**src/rtl/freq_edge_monitor.sv**
```systemverilog
// ---------------------------------------------------------------------------
// freq_edge_monitor
//
// Watches a divided clock (clk_in) coming from an upstream divider, measures
// the spacing of its rising edges in clk cycles and declares lock once
// LOCK_COUNT consecutive periods equal EXP_PERIOD. Period mismatches while
// locked and loss of edges (counter saturated at 255) are reported as
// one-cycle error pulses and totalled in a saturating counter.
//
// Parameters
//   EXP_PERIOD    expected clk_in period in clk cycles (2..254)
//   LOCK_COUNT    consecutive matching periods needed for lock (1..15)
//
// Ports
//   clk           system clock, all logic on its rising edge
//   reset         asynchronous, active-high reset
//   clk_in        divided clock under observation (sampled on clk)
//   enable        monitoring enable; low forces IDLE
//   tick          one-cycle pulse per detected clk_in rising edge
//   period        last measured clk_in period (clk cycles)
//   period_valid  one-cycle pulse whenever period is updated
//   locked        high while the monitor is in LOCKED
//   err           one-cycle error pulse (mismatch while locked, or timeout)
//   err_count     saturating error total, cleared only by reset
//
// state   | meaning
// --------+-------------------------------------------------------------
// IDLE    | monitoring disabled, waiting for enable
// SYNC    | waiting for the first clk_in rising edge to align the counter
// MEASURE | measuring periods, counting consecutive matches towards lock
// LOCKED  | period stable at EXP_PERIOD; mismatches raise err
// ---------------------------------------------------------------------------
module freq_edge_monitor #(
    parameter int EXP_PERIOD = 4,
    parameter int LOCK_COUNT = 3
) (
    input  logic       clk,
    input  logic       reset,
    input  logic       clk_in,
    input  logic       enable,
    output logic       tick,
    output logic [7:0] period,
    output logic       period_valid,
    output logic       locked,
    output logic       err,
    output logic [3:0] err_count
);

    localparam logic [7:0] EXP_P   = 8'(EXP_PERIOD);
    localparam logic [3:0] LOCK_C  = 4'(LOCK_COUNT);
    localparam logic [7:0] CNT_MAX = 8'hFF;
    localparam logic [3:0] ERR_MAX = 4'hF;

    typedef enum logic [1:0] {
        IDLE    = 2'd0,
        SYNC    = 2'd1,
        MEASURE = 2'd2,
        LOCKED  = 2'd3
    } state_t;

    state_t     r_state;
    logic       r_prev;
    logic [7:0] r_cnt;
    logic [3:0] r_match;
    logic       r_tick;
    logic [7:0] r_period;
    logic       r_period_valid;
    logic       r_err;
    logic [3:0] r_err_count;

    state_t     w_state_nxt;
    logic [3:0] w_match_nxt;
    logic       w_tick_nxt;
    logic [7:0] w_period_nxt;
    logic       w_period_valid_nxt;
    logic       w_err_nxt;
    logic [3:0] w_err_count_nxt;

    logic       w_rise;
    logic [7:0] w_cnt_nxt;
    logic       w_cnt_hit;
    logic       w_timeout;
    logic [3:0] w_match_inc;
    logic [3:0] w_err_count_inc;

    // Edge detect against the sample taken at the previous clk edge. The
    // sample history is kept even while disabled so that re-enabling does
    // not see a stale level as a fresh edge.
    assign w_rise = clk_in & ~r_prev;

    // Cycles since the last rising edge; reloads to 1 so that the value
    // seen at the next rise equals the period directly.
    assign w_cnt_nxt = w_rise             ? 8'd1  :
                       (r_cnt == CNT_MAX) ? r_cnt :
                                            r_cnt + 8'd1;

    assign w_cnt_hit       = (r_cnt == EXP_P);
    // A rise reloads the counter, so a timeout can only happen without one.
    assign w_timeout       = (r_cnt == CNT_MAX) && !w_rise;
    assign w_match_inc     = r_match + 4'd1;
    assign w_err_count_inc = (r_err_count == ERR_MAX) ? r_err_count
                                                      : r_err_count + 4'd1;

    always_ff @(posedge clk or posedge reset) begin
        if (reset) begin
            r_state        <= IDLE;
            r_prev         <= 1'b0;
            r_cnt          <= 8'd0;
            r_match        <= 4'd0;
            r_tick         <= 1'b0;
            r_period       <= 8'd0;
            r_period_valid <= 1'b0;
            r_err          <= 1'b0;
            r_err_count    <= 4'd0;
        end else begin
            r_state        <= w_state_nxt;
            r_prev         <= clk_in;
            r_cnt          <= w_cnt_nxt;
            r_match        <= w_match_nxt;
            r_tick         <= w_tick_nxt;
            r_period       <= w_period_nxt;
            r_period_valid <= w_period_valid_nxt;
            r_err          <= w_err_nxt;
            r_err_count    <= w_err_count_nxt;
        end
    end

    always_comb begin
        w_state_nxt        = r_state;
        w_match_nxt        = r_match;
        w_tick_nxt         = 1'b0;
        w_period_nxt       = r_period;
        w_period_valid_nxt = 1'b0;
        w_err_nxt          = 1'b0;
        w_err_count_nxt    = r_err_count;

        if (!enable) begin
            // Disable wins over any edge activity in the same cycle.
            w_state_nxt = IDLE;
            w_match_nxt = 4'd0;
        end else begin
            w_tick_nxt = w_rise && (r_state != IDLE);

            unique case (r_state)
                IDLE: begin
                    w_state_nxt = SYNC;
                end

                SYNC: begin
                    // First edge only aligns the counter; no period yet.
                    if (w_rise) begin
                        w_state_nxt = MEASURE;
                        w_match_nxt = 4'd0;
                    end
                end

                MEASURE: begin
                    if (w_rise) begin
                        w_period_nxt       = r_cnt;
                        w_period_valid_nxt = 1'b1;
                        if (w_cnt_hit) begin
                            w_match_nxt = w_match_inc;
                            if (w_match_inc == LOCK_C) begin
                                w_state_nxt = LOCKED;
                            end
                        end else begin
                            w_match_nxt = 4'd0;
                        end
                    end else if (w_timeout) begin
                        w_err_nxt       = 1'b1;
                        w_err_count_nxt = w_err_count_inc;
                        w_match_nxt     = 4'd0;
                        w_state_nxt     = SYNC;
                    end
                end

                LOCKED: begin
                    if (w_rise) begin
                        w_period_nxt       = r_cnt;
                        w_period_valid_nxt = 1'b1;
                        if (!w_cnt_hit) begin
                            w_err_nxt       = 1'b1;
                            w_err_count_nxt = w_err_count_inc;
                            w_match_nxt     = 4'd0;
                            w_state_nxt     = MEASURE;
                        end
                    end else if (w_timeout) begin
                        w_err_nxt       = 1'b1;
                        w_err_count_nxt = w_err_count_inc;
                        w_match_nxt     = 4'd0;
                        w_state_nxt     = SYNC;
                    end
                end

                default: begin
                    w_state_nxt = IDLE;
                    w_match_nxt = 4'd0;
                end
            endcase
        end
    end

    assign tick         = r_tick;
    assign period       = r_period;
    assign period_valid = r_period_valid;
    assign locked       = (r_state == LOCKED);
    assign err          = r_err;
    assign err_count    = r_err_count;

endmodule

```
**config.mk**
```make
export PLATFORM = sky130hd
export DESIGN_NAME = freq_edge_monitor
export DESIGN_NICKNAME = d
export VERILOG_FILES = /design/src/rtl/freq_edge_monitor.sv
export SDC_FILE = /design/constraint.sdc
export NUM_CORES = 1
export LEC_CHECK = 0
export BUFFER_PORTS_ARGS = -buffer_cell sky130_fd_sc_hd__buf_2
export CORE_UTILIZATION = 40
export CTS_BUF_LIST = sky130_fd_sc_hd__clkbuf_4 sky130_fd_sc_hd__clkbuf_8 sky130_fd_sc_hd__clkbuf_16
export CTS_CLUSTER_SIZE = 8
export DETAILED_ROUTE_END_ITERATION = 7
export GPL_ROUTABILITY_DRIVEN = 0
export MAX_ROUTING_LAYER = met4
export SYNTH_ARGS = -nofsm -noshare
export SYNTH_HDL_FRONTEND = slang
export SYNTH_SLANG_ARGS = --single-unit
```
**constraint.sdc**
```tcl
create_clock -name clk -period 1.7 [get_ports clk]
set_clock_uncertainty 0.05 [all_clocks]
set_input_delay 0 -clock clk [delete_from_list [all_inputs] [get_ports clk]]
set_output_delay 0 -clock clk [all_outputs]
set_load 0.05 [all_outputs]
```
==> key figures, run 1 <==
Run status
  • Outcome: complete, but fails checks
  • Failing checks: negative setup slack

Pwr
  • VDD IR max: between 0.0008 and 0.0009 V
  • Pleak: ~1.2 nW
  • Combinational share of power: 0.503
  • Internal power: a little over 2 mW
  • Pwr Density: 1380 mW/mm^2
  • Flop pwr share: 0.289
  • Clock network power share: 0.208
  • Sw frac: 0.399
  • NetSw: roughly 1.4 mW

Finish
  • Layout area overhead: 52.9%
  • Finished layout cell area: ~0.0025 mm^2
  • Fin nets: about 240
  • Top library cells by usage in the layout, fill and taps aside: 46 x buf_4, 30 x dfrtp_1, 19 x buf_2
  • Most common cell after layout, fill and taps aside: buf_4
  • Antenna diodes: 0
  • Share of post-route cells with drive strength above 1: 0.563
  • Filler cells: approximately 280

Drt
  • Routed vias: 1486
  • DRT iter0 DRCs: between 50 and 60
  • Routed wire per std cell: ~17 um
  • 1st-pass router iterations: 4
  • Residual DRC: 0
  • Vias per cell: between 5 and 6
  • Drt total wl: about 4500 um
  • DRT antenna net count: 0

STA
  • Relative slew slack: 0.740
  • Final setup viols: 12
  • Final worst-path cycle share: 1.14
  • Fin. Hold Viols: 0
  • Final critical-path required period: 1930 ps
  • Fin. max-slew vios: 0
  • RSZ-0062 raised after global routing: true
  • Fmax: between 500 and 600 MHz
  • Final setup margin: -231 ps
  • Slew @ Worst Pin: 386 ps

Job
  • Max Cap Viol: 0

Setup path
  • Critical Path Start: r_state[0]
  • Setup crit end: r_match[0]
  • Setup crit end kind: register
  • Reg2Reg Setup Slack: -230 ps
  • Worst EP arrival: slightly above 2000 ps
  • Crit start category: register
  • Critical Path RT: 1820 ps
  • CP Max Fanout: 4
  • WS Path Type: register to register
  • Reg2reg start: r_state[0]
  • Worst reg2reg path depth: 6
  • Reg2reg end: r_match[0]

Synthesis
  • Yosys reg bits: 30
  • Synthesized instance count: roughly 150
  • Mapped Avg Cell Area: 11.1 um^2
  • Mapped Nets: 161
  • Post-Syn Area: about 0.0016 mm^2
  • Synth Flop Type: dfrtp_1
  • Ys Warns: 0
  • Synth unique cells: 45
  • EDFF count, synth: 0
  • Seq/Total Area, Yosys: 0.458
  • Asr flop ratio synth: 1.00

Min path
  • Worst min path class: primary input to register
  • Worst min-delay path startpoint: enable

Clock network
  • CTS tree: done
  • Worst-Skew Late Latency: approximately 280 ps
  • CTS HTree Levels: 2
  • Clock Tree Buf Depth: 2
  • Worst-path clk slew: 70 ps
  • CTS sink cnt: 30
  • Clock root cell: clkbuf_8
  • CTS buffer count: 5

GRT
  • First-pass GRT wire length: 7490 um
  • Vias in the first global route: 1579
  • Pin count of the biggest net entering global routing: 31
  • Congestion Overflow GR: 0
  • Initial antenna violation count: 0
  • Gr usage total: 0.239

Place
  • Post-DP HPWL: 2850 um
  • Setup WS pre-CTS: -196 ps
  • Port bufs: 19
  • Area post-placement: around 0.0021 mm^2

Floorplanning
  • Die H: about 66 um
  • Die X: around 66 um
  • Row cnt: 22
  • I/O Pins: 20
  • Initial Util: 0.431
  • Die Area: about 0.0044 mm^2
  • Core area: approximately 0.0038 mm^2
==> layer usage <==
metal / track usage / routed length (um)
met1: 0.263 / 1930
met2: 0.408 / 2330
met3: 0.0586 / 152
met4: 0.109 / 108
met5: - / 0
==> synthesized netlist by cell type (4+ instances only) <==
cell / n / share of area
inv_1: 9 / 0.021
o21ai_0: 6 / 0.018
nand3_1: 8 / 0.024
mux2_2: 9 / 0.062
nand2_1: 6 / 0.014
nand2b_1: 4 / 0.015
dfrtp_1: 30 / 0.46
a21oi_1: 5 / 0.015
ha_1: 10 / 0.076
nor2_1: 9 / 0.021
==> flip-flops by register name, indices dropped and copies added (netlist names) <==
register / flops
period: 8
err_count: 4
period_valid: 1
err: 1
r_match: 4
r_prev: 1
r_cnt: 8
r_state: 2
tick: 1
==> final cells by class <==
class	count	area [um^2]	area share
timing repair buffer	72	526	0.210
inverter	9	36.3	0.0145
clock inverter	3	40.0	0.0160
sequential	30	751	0.300
clock buffer	5	68.8	0.0275
tap	48	60.1	0.0240
multi-input combinational	105	1020	0.409
==> power groups by stage <==
stage	Combinational [mW]	Sequential [mW]	Clock, mW
CTS	1.65	0.984	0.728
floorplan	0.571	1.28	0
global route	1.87	1.01	0.764
global placement	1.31	0.988	0
finish	1.74	0.999	0.718
detailed placement	1.35	1.00	0
==> critical path: stages, from the launching register on <==
cell     delay, ps
dfrtp_1        430
buf_4          160
ha_4           180
o21ai_2        250
nor2_1          90
or3_4          380
mux2_2         270
==> through the flow <==
step	std cells	util	hold slack [ps]	power [mW]	TNS, ps
2_1_floorplan	147	-	-18.6	1.85	-183
3_3_place_gp	244	0.547	40.7	2.30	-882
3_5_place_dp	244	0.547	56.5	2.35	-1890
4_1_cts	271	0.636	32.3	3.36	-1350
5_1_grt	272	0.659	58.8	3.65	-2880
6_report	272	0.659	47.1	3.45	-1850
==> how the worst min path moves through the flow <==
stage                              end  cells past startpoint
final                     err_count[2]                      4
after global routing      err_count[1]                      3
after CTS                 err_count[2]                      4
after detailed placement  period_valid                      3
after global placement      r_match[1]                      3
after floorplan                 r_prev                      0
==> cells by family (layout without fill, tap and decap cells) <==
| kind of cell | after synthesis | after routing | share of synthesized area |
|---|---|---|---|
| and+or+nand+nor | 46 | 46 | 0.174 |
| AOI/OAI and AO/OA | 33 | 33 | 0.163 |
| DFF | 30 | 30 | 0.458 |
| buffers and inverters | 12 | 89 | 0.0283 |
| adders and majority gates | 10 | 10 | 0.0764 |
| muxes | 10 | 10 | 0.0680 |
| xor gates and xnor gates | 6 | 6 | 0.0321 |
==> timing repair <==
action                                 CTS  global route
endpoints found under the hold margin   31             0
setup buffers                           17             5
pin swaps                                9             8
resized for setup                       15            16
hold buffers                             2             0
setup endpoints to repair               19            21
gates cloned                             0             0
Power figures use the tool's default switching activity.
==> run 2, diff against run 1 <==
--- a/config.mk
+++ b/config.mk
@@ -5,6 +5,7 @@
 export SDC_FILE = /design/constraint.sdc
 export NUM_CORES = 1
 export LEC_CHECK = 0
+export ABC_AREA = 1
 export BUFFER_PORTS_ARGS = -buffer_cell sky130_fd_sc_hd__buf_2
 export CORE_UTILIZATION = 40
 export CTS_BUF_LIST = sky130_fd_sc_hd__clkbuf_4 sky130_fd_sc_hd__clkbuf_8 sky130_fd_sc_hd__clkbuf_16
==> run 2 against run 1 <==
Against the previous run: the flow now finishes without violations; core utilization shrank 17 points; die area grew 7.7%; non-clock buffer count shrank 50; critical path type unchanged; largest cell class unchanged; largest power group unchanged.
==> key figures, run 2 <==
Place
  • Port bufs: 19 (unchanged)
  • Setup WS pre-CTS: 58.2 ps (was -196 ps)
  • Post-DP HPWL: 2490 um (was 2850 um)

Synthesis
  • EDFF count, synth: 0 (unchanged)
  • Top cells by area, synth: dfrtp_1 42%, nand2_1 12%, ha_1 7.1%, inv_1 6.6%, nand3_1 4.8% (was dfrtp_1 46%, ha_1 7.6%, mux2_2 6.2%, nand3_1 2.4%, inv_1 2.1%)
  • Most instantiated library cell after synthesis: nand2_1 (was dfrtp_1)
  • Synthesized instance count: 221 (was 147)
  • Synth unique cells: 30 (was 45)
  • Post-Synth Adder-Cell Area: 0.0708 (was 0.0764)
  • Yosys reg bits: 30 (unchanged)
  • Simple-gate area share of the yosys netlist: 0.305 (was 0.174)
  • Commonest cells post-synth: 55 x nand2_1, 31 x inv_1, 30 x dfrtp_1 (was 30 x dfrtp_1, 10 x ha_1, 9 x inv_1, 9 x mux2_2, 9 x nor2_1)
  • Post-synthesis compound-gate area fraction: 0.0892 (was 0.163)
  • Synth area leader: dfrtp_1 (unchanged)
  • Post-Synth XOR/XNOR Area: 0.0198 (was 0.0321)
  • Mapped Avg Cell Area: 8.00 um^2 (was 11.1 um^2)
  • Ys Warns: 0 (unchanged)
  • Post-Syn Area: 0.00177 mm^2 (was 0.00164 mm^2)
  • Synth Flop Type: dfrtp_1 (unchanged)
  • Area share of the leading cell type in the synthesized netlist: 0.425 (was 0.458)
  • Post-synthesis mux area share: 0 (was 0.0680)
  • Seq/Total Area, Yosys: 0.425 (was 0.458)
  • Mapped Nets: 235 (was 161)
  • Main combinational cell family by area after synthesis: simple AND/OR/NAND/NOR gates (unchanged)
  • Asr flop ratio synth: 1.00 (unchanged)

Setup path
  • Slowest-stage cell, CP: dfrtp_1 (unchanged)
  • Reg2reg end: r_match[2] (was r_match[0])
  • Worst EP arrival: 1720 ps (was 2050 ps)
  • Worst reg2reg path depth: 8 (was 6)
  • CP peak stage delay: 420 ps (was 430 ps)
  • Worst-path cell chain: inv_2, ha_2, inv_2, nor2_1, nand2_1, nor2_1, nand3_1, nand2_1 (was buf_4, ha_4, o21ai_2, nor2_1, or3_4, mux2_2)
  • Reg2reg start: r_state[0] (unchanged)
  • Reg2Reg Setup Slack: 140 ps (was -230 ps)
  • Setup crit end kind: register (unchanged)
  • CP Max Fanout: 5 (was 4)
  • Crit start category: register (unchanged)
  • Buf+Inv Stages, Crit Path: 2 (was 1)
  • WS Path Type: register to register (unchanged)
  • Critical Path RT: 1870 ps (was 1820 ps)
  • CP delay by family, top: simple AND/OR/NAND/NOR gates (unchanged)

Run status
  • Outcome: completed (was complete, but fails checks)

Floorplanning
  • Initial Util: 0.430 (was 0.431)
  • Die X: 68.5 um (was 66.0 um)
  • Core area: 0.00412 mm^2 (was 0.00380 mm^2)
  • Die Area: 0.00469 mm^2 (was 0.00435 mm^2)
  • Row cnt: 23 (was 22)
  • Die H: 68.5 um (was 66.0 um)
  • I/O Pins: 20 (unchanged)

Finish
  • Top library cells by usage in the layout, fill and taps aside: 55 x nand2_1, 30 x dfrtp_1, 28 x inv_1 (was 46 x buf_4, 30 x dfrtp_1, 19 x buf_2)
  • Layout area overhead: 14.8% (was 52.9%)
  • Register Area: 751 um^2 (unchanged)
  • Antenna diodes: 0 (unchanged)
  • Filler cells: 411 (was 282)
  • Fin nets: 262 (was 237)
  • Share of post-route cells with drive strength above 1: 0.215 (was 0.563)
  • Most common cell after layout, fill and taps aside: nand2_1 (was buf_4)
  • Multi-input logic area: 865 um^2 (was 0.00102 mm^2)

GRT
  • Vias in the first global route: 1270 (was 1579)
  • Pin count of the biggest net entering global routing: 31 (unchanged)
  • First-pass GRT wire length: 5820 um (was 7490 um)
  • Gr usage total: 0.178 (was 0.239)
  • Initial antenna violation count: 0 (unchanged)
  • Congestion Overflow GR: 0 (unchanged)

Job
  • Max Cap Viol: 0 (unchanged)

Clock network
  • CTS sink cnt: 30 (unchanged)
  • Worst-path clk slew: 60 ps (was 70 ps)
  • Clock Tree Buf Depth: 2 (unchanged)
  • Worst-Skew Late Latency: 280 ps (about the same)
  • CTS HTree Levels: 2 (unchanged)
  • CTS tree: done (unchanged)
  • Setup bufs post-CTS: 0 (was 17)
  • CTS buffer count: 5 (unchanged)
  • Clock root cell: clkbuf_8 (unchanged)

Min path
  • Worst min path class: primary input to register (unchanged)
  • Worst min-delay path startpoint: enable (unchanged)
  • Hold EP: tick (was err_count[2])
  • Hold Path Depth: 3 (was 4)

STA
  • Fin. Hold Viols: 0 (unchanged)
  • Relative slew slack: 0.739 (was 0.740)
  • Final worst-path cycle share: 0.915 (was 1.14)
  • Slew @ Worst Pin: 392 ps (was 386 ps)
  • Final setup margin: 144 ps (was -231 ps)
  • Fmax: 643 MHz (was 518 MHz)
  • Fin. max-slew vios: 0 (unchanged)
  • RSZ-0062 raised after global routing: true (unchanged)
  • Final setup viols: 0 (was 12)
  • Final critical-path required period: 1560 ps (was 1930 ps)

Pwr
  • Design Power: 2.61 mW (was 3.45 mW)
  • Pleak: 1.06 nW (was 1.18 nW)
  • VDD IR max: 0.000397 V (was 0.000876 V)
  • Pwr Density: 1280 mW/mm^2 (was 1380 mW/mm^2)

Drt
  • Drt total wl: 3350 um (was 4520 um)
  • DRT antenna net count: 0 (unchanged)
  • 1st-pass router iterations: 4 (unchanged)
  • DRT iter0 DRCs: 128 (was 57)
  • Routed vias: 1389 (was 1486)
  • Residual DRC: 0 (unchanged)
  • Vias per cell: 4.68 (was 5.46)
  • Routed wire per std cell: 11.3 um (was 16.6 um)
-- run 2: how the worst max path moves through the flow --
stage | start | to | slack, ps | cells past startpoint
5_1_grt | r_cnt[1] | err_count[0] | -2 | 10
2_1_floorplan | r_state[1] | err_count[0] | 30 | 10
6_report | r_state[0] | r_match[2] | 140 | 8
3_3_place_gp | r_state[0] | r_match[1] | 60 | 8
3_5_place_dp | r_state[0] | r_match[2] | 60 | 8
4_1_cts | r_state[0] | r_match[2] | 40 | 8
-- run 2: cells by family after synthesis --
kind of cell,Yosys count
AO/OA/AOI/OAI,28
XOR/XNOR,4
adder cells (fa/ha/maj),10
buffers and inverters,40
flip-flops,30
AND/OR/NAND/NOR,109
-- run 2: cell type report --
cell class,count,area share
multi-input combinational,151,0.426
sequential,30,0.370
inverter,38,0.0721
timing repair buffer,22,0.0604
clock buffer,6,0.0407
tap,50,0.0308
-- run 2: report_power, final --
group	leakage, nW	internal (mW)	switching, mW
registers	0.393	0.856	0.125
logic	0.628	0.317	0.748
clock network	0.0431	0.311	0.251
total	1.06	1.48	1.12
-- run 2: what timing repair did --
| item | in CTS | in global routing |
|---|---|---|
| endpoints found under the hold margin | 31 | 0 |
| gates resized for setup | 0 | 6 |
| hold buffers | 2 | 0 |
| setup endpoints to repair | 0 | 17 |
-- run 2: metal layers --
metal | up-vias | GRT usage | part of all wire
met5 | - | - | 0
met4 | 0 | 0.0781 | 0.018
met3 | 6 | 0.0500 | 0.035
met2 | 24 | 0.248 | 0.42
met1 | 606 | 0.237 | 0.53
li1 | 753 | - | -
-- run 2: worst register-to-register path: cells and delay by family, from the launching register on --
kind	cells	cell delay, ps
flip-flops	1	420
AND/OR/NAND/NOR	5	640
buffers and inverters	2	180
adder cells (fa/ha/maj)	1	210
-- run 2: stage by stage --
step                std cells  setup TNS [ps]  hold WS [ps]  instance area (um^2)   util
floorplan                 221               0         -18.6                  1770      -
global placement          289               0          48.3                  1920  0.466
detailed placement        289               0          49.8                  1920  0.466
CTS                       297               0          1.76                  2020  0.491
global route              297           -2.20          18.4                  2030  0.493
finish                    297               0          10.6                  2030  0.493
==> run 3, diff against run 2 <==
--- a/config.mk
+++ b/config.mk
@@ -6,7 +6,7 @@
 export NUM_CORES = 1
 export LEC_CHECK = 0
 export ABC_AREA = 1
-export BUFFER_PORTS_ARGS = -buffer_cell sky130_fd_sc_hd__buf_2
+export BUFFER_PORTS_ARGS = -buffer_cell sky130_fd_sc_hd__clkbuf_2
 export CORE_UTILIZATION = 40
 export CTS_BUF_LIST = sky130_fd_sc_hd__clkbuf_4 sky130_fd_sc_hd__clkbuf_8 sky130_fd_sc_hd__clkbuf_16
 export CTS_CLUSTER_SIZE = 8
==> run 3 against run 2 <==
Against the previous run: first-iteration DRC count down 41%; largest power group unchanged; setup slack worse by 12 ps; clock-buffer cell count unchanged; hold slack better by 35 ps.
==> key figures, run 3 (synthesis results as in run 2) <==
Run status
  • Outcome: completed (unchanged)

STA
  • Relative slew slack: 0.741 (was 0.739)
  • Setup total negative slack: 0 ps (unchanged)
  • Final setup viols: 0 (unchanged)
  • Final setup margin: 133 ps (was 144 ps)
  • Fin. Hold Viols: 0 (unchanged)
  • Hold slack: 45.1 ps (was 10.6 ps)
  • Final critical-path required period: 1570 ps (was 1560 ps)
  • Final worst-path cycle share: 0.922 (was 0.915)
  • Fin. max-slew vios: 0 (unchanged)
  • Fmax: 638 MHz (was 643 MHz)
  • Slew @ Worst Pin: 389 ps (was 392 ps)
  • RSZ-0062 raised after global routing: true (unchanged)

Place
  • Setup WS pre-CTS: 40.5 ps (was 58.2 ps)
  • Port bufs: 19 (unchanged)
  • Placed instance count: 289 (unchanged)
  • Area post-placement: 0.00192 mm^2 (unchanged)
  • Post-DP HPWL: 2640 um (was 2490 um)

GRT
  • Pin count of the biggest net entering global routing: 31 (unchanged)
  • Vias in the first global route: 1314 (was 1270)
  • First-pass GRT wire length: 5970 um (was 5820 um)
  • Met1 global-route usage: 0.236 (was 0.237)
  • Gr usage total: 0.182 (was 0.178)
  • GRT met2 Usage: 0.273 (was 0.248)
  • Met3 Use GR: 0.0400 (was 0.0500)
  • Congestion Overflow GR: 0 (unchanged)
  • Initial antenna violation count: 0 (unchanged)
  • Top Usage Layer GRT: met2 (unchanged)

Floorplanning
  • Die X: 68.5 um (unchanged)
  • Die H: 68.5 um (unchanged)
  • Initial Util: 0.430 (unchanged)
  • Core area: 0.00412 mm^2 (unchanged)
  • I/O Pins: 20 (unchanged)
  • Row cnt: 23 (unchanged)
  • Die Area: 0.00469 mm^2 (unchanged)

Finish
  • Filler cells: 423 (was 411)
  • Share of post-route cells with drive strength above 1: 0.248 (was 0.215)
  • Finished layout cell area: 0.00207 mm^2 (was 0.00203 mm^2)
  • Core Util, Final: 0.502 (was 0.493)
  • Fin cells: 300 (was 297)
  • Multi-input logic area: 882 um^2 (was 865 um^2)
  • Top library cells by usage in the layout, fill and taps aside: 55 x nand2_1, 30 x dfrtp_1, 26 x inv_1 (was 55 x nand2_1, 30 x dfrtp_1, 28 x inv_1)
  • Most common cell after layout, fill and taps aside: nand2_1 (unchanged)
  • Layout area overhead: 16.9% (was 14.8%)
  • Fin nets: 265 (was 262)
  • Register Area: 751 um^2 (unchanged)
  • Antenna diodes: 0 (unchanged)

Setup path
  • Buf+Inv Stages, Crit Path: 2 (unchanged)
  • WS Path Type: register to register (unchanged)
  • Crit start category: register (unchanged)
  • CP delay by family, top: simple AND/OR/NAND/NOR gates (unchanged)
  • Critical Path RT: 1860 ps (was 1870 ps)
  • Setup crit end kind: register (unchanged)
  • Slowest-stage cell, CP: dfrtp_1 (unchanged)
  • CP peak stage delay: 420 ps (about the same)
  • Worst EP arrival: 1730 ps (was 1720 ps)
  • CP Max Fanout: 5 (unchanged)
  • Worst-path cell chain: inv_2, ha_2, inv_1, nor2_2, nand2_1, nor2_2, nand3_1, nand2_1 (was inv_2, ha_2, inv_2, nor2_1, nand2_1, nor2_1, nand3_1, nand2_1)

Clock network
  • CTS buffer count: 5 (unchanged)
  • Worst-Skew Late Latency: 280 ps (about the same)
  • CTS HTree Levels: 2 (unchanged)
  • Clock Tree Buf Depth: 2 (unchanged)
  • Clock root cell: clkbuf_8 (unchanged)
  • CTS tree: done (unchanged)
  • Worst-path clk slew: 60 ps (about the same)
  • CTS sink cnt: 30 (unchanged)

Pwr
  • Design Power: 2.67 mW (was 2.61 mW)
  • Pwr Density: 1290 mW/mm^2 (was 1280 mW/mm^2)
  • Pleak: 1.06 nW (about the same)
  • VDD IR max: 0.000439 V (was 0.000397 V)

Drt
  • DRT iter0 DRCs: 76 (was 128)
  • Drt total wl: 3540 um (was 3350 um)
  • Residual DRC: 0 (unchanged)
  • Routed vias: 1427 (was 1389)
  • DRT antenna net count: 0 (unchanged)
  • 1st-pass router iterations: 4 (unchanged)
  • Vias per cell: 4.76 (was 4.68)
  • Routed wire per std cell: 11.8 um (was 11.3 um)

Job
  • Max Cap Viol: 0 (unchanged)

Min path
  • Worst min path class: primary input to register (unchanged)
-- run 3: cell type report --
type / instances / share of cell area
Multi-Input combinational cell: 151 / 0.427
Sequential cell: 30 / 0.363
Inverter: 38 / 0.0696
Timing Repair Buffer: 25 / 0.0702
Clock buffer: 6 / 0.0400
Tap cell: 50 / 0.0303
-- run 3: worst min-delay path, delay by kind of cell --
| family | cells | cell delay [ps] |
|---|---|---|
| AND/OR/NAND/NOR | 1 | 60 |
| buffers and inverters | 2 | 270 |
-- run 3: power by group --
group / internal [mW] / total (mW) / switching (mW)
clock network: 0.311 / 0.560 / 0.248
registers: 0.856 / 0.984 / 0.128
logic: 0.343 / 1.12 / 0.779
-- run 3: final timing paths --
path                                 start      endpoint  slack [ps]  cells after the start
worst max-delay path            r_state[0]    r_match[2]         130                      8
worst min-delay path                enable          tick          50                      3
worst max register to register  r_state[0]    r_match[2]         130                      8
worst min register to register   period[6]     period[6]         430                      2
max in group asynchronous            reset      r_cnt[0]        1040                      4
min in group asynchronous            reset  err_count[3]         270                      4
-- run 3: timing repair --
item | in CTS | in global routing
pin swaps | 0 | 2
endpoints found under the hold margin | 31 | 0
resized for setup | 1 | 11
hold buffers | 2 | 0
setup buffers | 0 | 3
endpoints found under the setup margin | 1 | 8
-- run 3: metal layers --
metal,part of all wire,vias to the layer above
met4,0.017,0
met5,0,-
met2,0.44,21
met1,0.52,642
met3,0.030,7
li1,-,757
